$ cat config.mk
export PLATFORM = sky130hd
export DESIGN_NAME = riscv_mem_arbiter_flat
export DESIGN_NICKNAME = d
export VERILOG_FILES = /design/src/rtl/riscv_types.sv /design/src/rtl/riscv_mem_arbiter_if.sv /design/src/rtl/riscv_mem_tag_pipe.sv /design/src/rtl/riscv_mem_arbiter.sv /design/src/flat_wrapper.sv
export SDC_FILE = /design/constraint.sdc
export NUM_CORES = 1
export LEC_CHECK = 0
export ABC_CLOCK_PERIOD_IN_PS = 1900
export CAP_MARGIN = 20
export CORE_AREA = 2 2 104 106
export DETAILED_ROUTE_END_ITERATION = 10
export DIE_AREA = 0 0 106 108
export PLACE_DENSITY = 0.63
export SLEW_MARGIN = 20
export SYNTH_ARGS = -nofsm -noshare
export SYNTH_HDL_FRONTEND = slang
export SYNTH_SLANG_ARGS = --single-unit
$ cat constraint.sdc
create_clock -name clk_in -period 1.9 [get_ports clk_in]
set_input_delay 0.19 -clock clk_in [delete_from_list [all_inputs] [get_ports clk_in]]
set_output_delay 0.19 -clock clk_in [all_outputs]
set_load 0.01 [all_outputs]
$ cat src/rtl/riscv_types.sv
// ============================================================================
//  Module      : riscv_types
//  Description : Shared types for the memory arbiter (requester port id and
//                the per-request tag carried alongside the BRAM latency).
//  Revision    : 1.0 - initial release
// ============================================================================
`default_nettype none

package riscv_types;

    // Byte-address bits below the 32-bit word index
    localparam int c_WORD_LSB = 2;

    typedef enum logic {
        PORT_INST = 1'b0,
        PORT_DATA = 1'b1
    } MemPort;

    typedef struct packed {
        logic   valid;
        MemPort port;
        logic   is_write;
    } MemTag;

endpackage

`default_nettype wire

$ cat src/rtl/riscv_mem_arbiter_if.sv
// ============================================================================
//  Module      : riscv_mem_arbiter_if
//  Description : Fetch/data requester handshakes plus the BRAM port, bundled
//                for the arbiter (slave) and its environment (master).
//  Revision    : 1.0 - initial release
// ============================================================================
`default_nettype none

interface riscv_mem_arbiter_if #(
    parameter int ADDR_WIDTH = 32
) ();

    logic                  imem_req_valid_in;
    logic                  imem_req_ready_out;
    logic [ADDR_WIDTH-1:0] imem_addr_in;
    logic                  imem_resp_valid_out;
    logic [31:0]           imem_resp_data_out;

    logic                  dmem_req_valid_in;
    logic                  dmem_req_ready_out;
    logic [ADDR_WIDTH-1:0] dmem_addr_in;
    logic                  dmem_we_in;
    logic [3:0]            dmem_wstrb_in;
    logic [31:0]           dmem_wdata_in;
    logic                  dmem_resp_valid_out;
    logic [31:0]           dmem_resp_data_out;

    logic                  mem_en_out;
    logic [ADDR_WIDTH-3:0] mem_addr_out;
    logic [3:0]            mem_we_out;
    logic [31:0]           mem_wdata_out;
    logic [31:0]           mem_rdata_in;

    modport slave (
        input  imem_req_valid_in, imem_addr_in,
        input  dmem_req_valid_in, dmem_addr_in, dmem_we_in, dmem_wstrb_in, dmem_wdata_in,
        input  mem_rdata_in,
        output imem_req_ready_out, imem_resp_valid_out, imem_resp_data_out,
        output dmem_req_ready_out, dmem_resp_valid_out, dmem_resp_data_out,
        output mem_en_out, mem_addr_out, mem_we_out, mem_wdata_out
    );

    modport master (
        output imem_req_valid_in, imem_addr_in,
        output dmem_req_valid_in, dmem_addr_in, dmem_we_in, dmem_wstrb_in, dmem_wdata_in,
        output mem_rdata_in,
        input  imem_req_ready_out, imem_resp_valid_out, imem_resp_data_out,
        input  dmem_req_ready_out, dmem_resp_valid_out, dmem_resp_data_out,
        input  mem_en_out, mem_addr_out, mem_we_out, mem_wdata_out
    );

endinterface

`default_nettype wire

$ cat src/rtl/riscv_mem_tag_pipe.sv
// ============================================================================
//  Module      : riscv_mem_tag_pipe
//  Description : DEPTH-stage delay line of request tags, aligned with the
//                BRAM read latency; synchronous clear drops in-flight tags.
//  Revision    : 1.0 - initial release
// ============================================================================
`default_nettype none

module riscv_mem_tag_pipe
    import riscv_types::*;
#(
    parameter int DEPTH = 2
) (
    input  wire logic  clk_in,
    input  wire logic  rst_in,
    input  wire MemTag tag_in,
    output MemTag      tag_out
);

    MemTag r_stage [DEPTH];

    always_ff @(posedge clk_in) begin
        if (rst_in) begin
            for (int i = 0; i < DEPTH; i++) begin
                r_stage[i] <= '0;
            end
        end else begin
            r_stage[0] <= tag_in;
            for (int i = 1; i < DEPTH; i++) begin
                r_stage[i] <= r_stage[i-1];
            end
        end
    end

    assign tag_out = r_stage[DEPTH-1];

endmodule

`default_nettype wire

$ cat src/rtl/riscv_mem_arbiter.sv
// ============================================================================
//  Module      : riscv_mem_arbiter
//  Description : Shares one BRAM port between instruction fetch and data
//                accesses; data wins ties unless fetch has been starved.
//  Revision    : 1.0 - initial release
// ============================================================================
`default_nettype none

module riscv_mem_arbiter
    import riscv_types::*;
#(
    parameter int ADDR_WIDTH   = 32,
    parameter int MEM_LATENCY  = 2,
    parameter int STARVE_LIMIT = 4
) (
    input  wire logic          clk_in,
    input  wire logic          rst_in,
    riscv_mem_arbiter_if.slave bus
);

    localparam int                 c_CNT_W      = $clog2(STARVE_LIMIT + 1);
    localparam logic [c_CNT_W-1:0] c_STARVE_MAX = c_CNT_W'(STARVE_LIMIT);

    logic [c_CNT_W-1:0] r_starve_cnt;
    logic               w_fetch_forced;
    logic               w_grant_data;
    logic               w_grant_inst;
    MemTag              w_tag_in;
    MemTag              w_tag_out;
    logic               w_unused_addr_bits;

    // Reset gates the grants so every output is quiet while rst_in is high
    always_comb begin
        w_fetch_forced = bus.imem_req_valid_in && (r_starve_cnt == c_STARVE_MAX);
        w_grant_data   = !rst_in && bus.dmem_req_valid_in && !w_fetch_forced;
        w_grant_inst   = !rst_in && bus.imem_req_valid_in && !w_grant_data;
    end

    assign bus.imem_req_ready_out = w_grant_inst;
    assign bus.dmem_req_ready_out = w_grant_data;

    always_ff @(posedge clk_in) begin
        if (rst_in) begin
            r_starve_cnt <= '0;
        end else if (!bus.imem_req_valid_in || w_grant_inst) begin
            r_starve_cnt <= '0;
        end else if (w_grant_data && (r_starve_cnt != c_STARVE_MAX)) begin
            r_starve_cnt <= r_starve_cnt + 1'b1;
        end
    end

    // Write data is a don't-care on fetch grants, so it simply follows dmem
    always_comb begin
        bus.mem_en_out    = 1'b0;
        bus.mem_addr_out  = '0;
        bus.mem_we_out    = 4'b0000;
        bus.mem_wdata_out = 32'h0;
        if (w_grant_data) begin
            bus.mem_en_out    = 1'b1;
            bus.mem_addr_out  = bus.dmem_addr_in[ADDR_WIDTH-1:c_WORD_LSB];
            bus.mem_we_out    = bus.dmem_we_in ? bus.dmem_wstrb_in : 4'b0000;
            bus.mem_wdata_out = bus.dmem_wdata_in;
        end else if (w_grant_inst) begin
            bus.mem_en_out    = 1'b1;
            bus.mem_addr_out  = bus.imem_addr_in[ADDR_WIDTH-1:c_WORD_LSB];
            bus.mem_wdata_out = bus.dmem_wdata_in;
        end
    end

    assign w_unused_addr_bits = ^{bus.imem_addr_in[c_WORD_LSB-1:0],
                                  bus.dmem_addr_in[c_WORD_LSB-1:0]};

    always_comb begin
        w_tag_in.valid    = w_grant_inst || w_grant_data;
        w_tag_in.port     = w_grant_data ? PORT_DATA : PORT_INST;
        w_tag_in.is_write = w_grant_data && bus.dmem_we_in;
    end

    riscv_mem_tag_pipe #(
        .DEPTH   (MEM_LATENCY)
    ) u_tag_pipe (
        .clk_in  (clk_in),
        .rst_in  (rst_in),
        .tag_in  (w_tag_in),
        .tag_out (w_tag_out)
    );

    // Read data is a passthrough; store acknowledges return zero
    always_comb begin
        bus.imem_resp_valid_out = 1'b0;
        bus.imem_resp_data_out  = 32'h0;
        bus.dmem_resp_valid_out = 1'b0;
        bus.dmem_resp_data_out  = 32'h0;
        if (!rst_in && w_tag_out.valid) begin
            if (w_tag_out.port == PORT_DATA) begin
                bus.dmem_resp_valid_out = 1'b1;
                bus.dmem_resp_data_out  = w_tag_out.is_write ? 32'h0 : bus.mem_rdata_in;
            end else begin
                bus.imem_resp_valid_out = 1'b1;
                bus.imem_resp_data_out  = bus.mem_rdata_in;
            end
        end
    end

endmodule

`default_nettype wire

$ cat src/flat_wrapper.sv
// flat-port wrapper written by rule: the top's interface ports become plain ports
module riscv_mem_arbiter_flat import riscv_types::*;
#(
    parameter int ADDR_WIDTH   = 32,
    parameter int MEM_LATENCY  = 2,
    parameter int STARVE_LIMIT = 4
)
  (clk_in, rst_in, bus_imem_req_valid_in, bus_imem_addr_in, bus_dmem_req_valid_in, bus_dmem_addr_in, bus_dmem_we_in, bus_dmem_wstrb_in, bus_dmem_wdata_in, bus_mem_rdata_in, bus_imem_req_ready_out, bus_imem_resp_valid_out, bus_imem_resp_data_out, bus_dmem_req_ready_out, bus_dmem_resp_valid_out, bus_dmem_resp_data_out, bus_mem_en_out, bus_mem_addr_out, bus_mem_we_out, bus_mem_wdata_out);
  riscv_mem_arbiter_if #(.ADDR_WIDTH(ADDR_WIDTH)) bus_i ();
  input  wire logic clk_in;
  input  wire logic rst_in;
  input wire logic [$bits(bus_i.imem_req_valid_in)-1:0] bus_imem_req_valid_in;
  input wire logic [$bits(bus_i.imem_addr_in)-1:0] bus_imem_addr_in;
  input wire logic [$bits(bus_i.dmem_req_valid_in)-1:0] bus_dmem_req_valid_in;
  input wire logic [$bits(bus_i.dmem_addr_in)-1:0] bus_dmem_addr_in;
  input wire logic [$bits(bus_i.dmem_we_in)-1:0] bus_dmem_we_in;
  input wire logic [$bits(bus_i.dmem_wstrb_in)-1:0] bus_dmem_wstrb_in;
  input wire logic [$bits(bus_i.dmem_wdata_in)-1:0] bus_dmem_wdata_in;
  input wire logic [$bits(bus_i.mem_rdata_in)-1:0] bus_mem_rdata_in;
  output wire logic [$bits(bus_i.imem_req_ready_out)-1:0] bus_imem_req_ready_out;
  output wire logic [$bits(bus_i.imem_resp_valid_out)-1:0] bus_imem_resp_valid_out;
  output wire logic [$bits(bus_i.imem_resp_data_out)-1:0] bus_imem_resp_data_out;
  output wire logic [$bits(bus_i.dmem_req_ready_out)-1:0] bus_dmem_req_ready_out;
  output wire logic [$bits(bus_i.dmem_resp_valid_out)-1:0] bus_dmem_resp_valid_out;
  output wire logic [$bits(bus_i.dmem_resp_data_out)-1:0] bus_dmem_resp_data_out;
  output wire logic [$bits(bus_i.mem_en_out)-1:0] bus_mem_en_out;
  output wire logic [$bits(bus_i.mem_addr_out)-1:0] bus_mem_addr_out;
  output wire logic [$bits(bus_i.mem_we_out)-1:0] bus_mem_we_out;
  output wire logic [$bits(bus_i.mem_wdata_out)-1:0] bus_mem_wdata_out;
  assign bus_i.imem_req_valid_in = bus_imem_req_valid_in;
  assign bus_i.imem_addr_in = bus_imem_addr_in;
  assign bus_i.dmem_req_valid_in = bus_dmem_req_valid_in;
  assign bus_i.dmem_addr_in = bus_dmem_addr_in;
  assign bus_i.dmem_we_in = bus_dmem_we_in;
  assign bus_i.dmem_wstrb_in = bus_dmem_wstrb_in;
  assign bus_i.dmem_wdata_in = bus_dmem_wdata_in;
  assign bus_i.mem_rdata_in = bus_mem_rdata_in;
  assign bus_imem_req_ready_out = bus_i.imem_req_ready_out;
  assign bus_imem_resp_valid_out = bus_i.imem_resp_valid_out;
  assign bus_imem_resp_data_out = bus_i.imem_resp_data_out;
  assign bus_dmem_req_ready_out = bus_i.dmem_req_ready_out;
  assign bus_dmem_resp_valid_out = bus_i.dmem_resp_valid_out;
  assign bus_dmem_resp_data_out = bus_i.dmem_resp_data_out;
  assign bus_mem_en_out = bus_i.mem_en_out;
  assign bus_mem_addr_out = bus_i.mem_addr_out;
  assign bus_mem_we_out = bus_i.mem_we_out;
  assign bus_mem_wdata_out = bus_i.mem_wdata_out;
  riscv_mem_arbiter #(.ADDR_WIDTH(ADDR_WIDTH), .MEM_LATENCY(MEM_LATENCY), .STARVE_LIMIT(STARVE_LIMIT)) u_core (.clk_in(clk_in), .rst_in(rst_in), .bus(bus_i));
endmodule
==> results.md <==
Clock network:
- The clock transition at the registers of the reported paths is 0.05 ns.
- The count of hold buffers inserted by post-cts repair is 0.
- The root buffer cell chosen for the clock tree is sky130_fd_sc_hd__clkbuf_8.
- TritonCTS built the clock tree.
- The CTS H-tree depth is 1.
- The TritonCTS buffer count is 3.
- The clock insertion delay at the later pin of the skew report is 0.23 ns.
- The clock drives 9 sinks.
- The buffer depth of the longest clock path is 2.

Drt:
- The iteration count of the initial detailed-routing pass is 6.
- The number of design-rule violations left by the first detailed-router iteration is 158.
- The count of nets left with antenna violations after detail routing is 0.
- After detailed routing, the number of remaining DRC violations is 0.
- After detailed routing, the average wire length per cell comes to 15.1 um.
- The average vias per placed instance is 4.34.
- The via count is 2857.
- The post-detailed-routing wire length is 9930 um.

Global routing:
- For this run, the total global-route usage over all layers was measured as 14.9%.
- The first global-routing pass estimated 13800 um of wire.
- The most used routing layer is met2.
- For met2 alone, demand over resource in global routing was 30.3%.
- Global routing used 5.24% of the available met3 tracks.
- After global routing the overflow that remains totals 0.
- The via count of the first global-routing pass is 2782.
- Entering global routing, the biggest net connects 60 pins.
- The met1 routing resource usage after global routing is 14.2%.
- The initial antenna violation count is 0.

Run:
- The number of max-cap violations is 0.

Power:
- The worst-case IR drop observed on VDD is 135 uV.
- For this design the static power due to leakage is 2.20 nW.
- Power spread over the standard cell area amounts to 243 nW/um^2.

Status:
- The flow ran to the end, but the final reports show violations.
- The final reports fail on setup timing.

Logic synthesis:
- The most used flip-flop cell after synthesis is sky130_fd_sc_hd__dfxtp_1.
- Sorting the synthesized cells by area gives the leading types as sky130_fd_sc_hd__and2_1 32%, sky130_fd_sc_hd__nand3b_1 25%, sky130_fd_sc_hd__o22ai_1 10%, sky130_fd_sc_hd__dfxtp_1 9.7%, sky130_fd_sc_hd__buf_2 4.3%.
- The fraction of synthesized cell area taken by the top area cell type is 32.4%.
- The cell taking the most area after synthesis is sky130_fd_sc_hd__and2_1.
- The share of async-settable or async-resettable flops after synthesis is 0%.
- The portion of the post-synthesis area used by sequential elements is 9.72%.
- The area of the mapped netlist is 1850 sq um.
- The post-synthesis instance total is 261.
- The total number of yosys warnings is 0.
- The number of flip-flops and latches in the synthesized netlist is 9.
- A synthesized cell averages 7.10 sq um.
- When the netlist entered floorplanning its net count stood at 400.
- The number of enable-type register cells in the synthesized netlist is 0.
- The count of distinct cell types in the synthesized netlist is 26.

STA:
- Setup violations remaining at the end of the flow were counted as 1.
- The count of final max-slew check failures is 0.
- The largest clock skew in the final design is 0.00431 ns.
- The post-layout worst setup margin is -0.00321 ns.
- The worst slew margin relative to its limit is 76.4%.
- The final-report hold violation count was 0.
- The final critical-path required period is 1.90 ns.
- Setup repair after global routing could not meet its margin everywhere.
- The worst hold slack across all endpoints is 0.433 ns.
- The final critical path takes up 100% of the cycle.
- The achievable clock frequency is 0.525 GHz.
- At the pin with the least slew margin, the transition time is 0.354 ns.
- For the final routed database, the setup TNS stands at -0.00321 ns.

Setup path:
- The number of buffers and inverters on the critical path is 5.
- The required time of the critical path is 1.71 ns.
- The critical path's top delay family is buffers and inverters.
- The start point of the critical path is u_core.r_starve_cnt[0]$_SDFFE_PP0P_.
- Counting buffers and inverters, the worst setup path is 8 cells deep.
- Along the worst path, the maximum fanout reaches 8.
- Traced cell by cell, the critical path runs through inv_1 > ha_2 > buf_6 > a21boi_4 > clkbuf_16 > buf_4 > o22ai_1 > buf_2.
- The data arrival time of the critical path is 1.71 ns.
- The delay of the slowest cell on the worst path is 0.32 ns.
- The kind of start point of the critical path is a register.
- Measured in cells, the most critical reg-to-reg path has a length of 5.
- The critical path's slowest cell is sky130_fd_sc_hd__dfxtp_2.
- The critical path capture point type is an output port.
- The startpoint of the worst register-to-register path is u_core.r_starve_cnt[0]$_SDFFE_PP0P_.
- The category of the critical setup timing path is register to output port.

Floorplan:
- The area of the core region is 10200 sq um.
- The vertical die dimension is 108 um.
- For this configuration, the core starts out at a cell density of 18.1%.
- The horizontal die dimension is 106 um.
- The floorplan step defined a die boundary enclosing 11400 sq um.
- The site row count is 37.
- The total I/O pin count is 272.

Final layout:
- The net count of the finished layout is 663.
- The fraction of final layout cells sized beyond drive strength 1 is 16.4%.
- The antenna diode instance count is 0.
- The post-layout instance area is 4610 sq um.
- The relative area change from synthesis to final layout is 149%.

Min path:
- Counting instances, the worst hold path has a depth of 1.
- In this run the most critical hold path is launched from u_core.u_tag_pipe.r_stage[0][1]$_SDFF_PP0_.
- The worst hold-check path type is register to register.

Place:
- The placed wire-length estimate after detailed placement is 7830 um.
- The congestion estimate from routability-driven global placement came to 0.861.
- At the placement stage, the worst setup path has a slack of -0.357 ns.
- Input and output buffers added on the ports amount to 267.
- The total placed instance area is 4690 sq um.
path summary, 6_finish.rpt:
| path | to | slack, ns |
|---|---|---|
| worst max-delay path | bus_mem_addr_out[0] | -0.003 |
| worst min register to register | u_core.u_tag_pipe.r_stage[0][4]$_SDFF_PP0_ | 0.43 |
| worst min-delay path | u_core.u_tag_pipe.r_stage[0][4]$_SDFF_PP0_ | 0.43 |
| worst max register to register | u_core.r_starve_cnt[2]$_SDFFE_PP0P_ | 0.56 |
layout by cell type (no fill, tap or decap), drive strengths merged:
cell type	n
and2	96
o21ba	2
nand2b	2
clkinv	1
nor2	2
inv	3
clkdlybuf4s50	131
clkdlybuf4s15	16
or3b	1
and4bb	1
clkbuf	48
and3	1
a21boi	1
nor3	4
nor3b	3
nand2	4
dlygate4sd2	71
a21oi	1
ha	2
nor2b	3
and3b	1
dlymetal6s2s	5
o22ai	30
nand3b	61
dfxtp	9
buf	22
a211oi	2
layout make-up:
class / count / area [sq um]
tap: 136 / 170
sequential: 9 / 183
fill: 1063 / 5620
clock inverter: 1 / 5.00
multi-input combinational: 217 / 1510
inverter: 3 / 11.3
timing repair buffer: 290 / 2690
clock buffer: 3 / 41.3
Yosys cell counts, types with 3 or more instances:
cell                       number
sky130_fd_sc_hd__nor3_2         4
sky130_fd_sc_hd__buf_6          5
sky130_fd_sc_hd__and2_1        96
sky130_fd_sc_hd__nor2b_1        3
sky130_fd_sc_hd__clkbuf_1       7
sky130_fd_sc_hd__inv_1          3
sky130_fd_sc_hd__nand3b_1      61
sky130_fd_sc_hd__buf_2         16
sky130_fd_sc_hd__nand2_1        4
sky130_fd_sc_hd__o22ai_1       30
sky130_fd_sc_hd__dfxtp_1        9
state kept, by name, indices dropped and copies added (netlist names):
| name | count |
|---|---|
| u_core.r_starve_cnt | 3 |
| u_core.u_tag_pipe.r_stage | 6 |
metal layers:
metal  vias up  routed length, um
li1       1421                  -
met4         0                159
met2       168               5290
met3        10               1020
met1      1258               3450
met5         -                  0
stage by stage:
stage	cells	power [W]	utilization, %
floorplan	261	0.000444	-
global placement	648	0.000957	45.8
detailed placement	648	0.000963	45.8
CTS	652	0.00113	45.2
global route	659	0.00119	45.1
finish	659	0.00112	45.1
repair_timing:
action,in CTS,in global routing
gates cloned,0,5
setup buffers,0,2
pin swaps,0,2
resized for setup,167,90
setup endpoints to repair,134,73
cell families after synthesis:
kind of cell | synth area share [%]
and+or+nand+nor | 65.9
AOI/OAI and AO/OA | 12.7
DFF | 9.72
adders and majority gates | 1.35
buffers and inverters | 10.3
power breakdown:
group	switching (W)	internal, W	leakage [nW]
clock	0.0000747	0.000143	0.0255
combinational	0.000256	0.000448	2.09
sequential	0.00000308	0.000197	0.0748
Power figures use the tool's default switching activity.
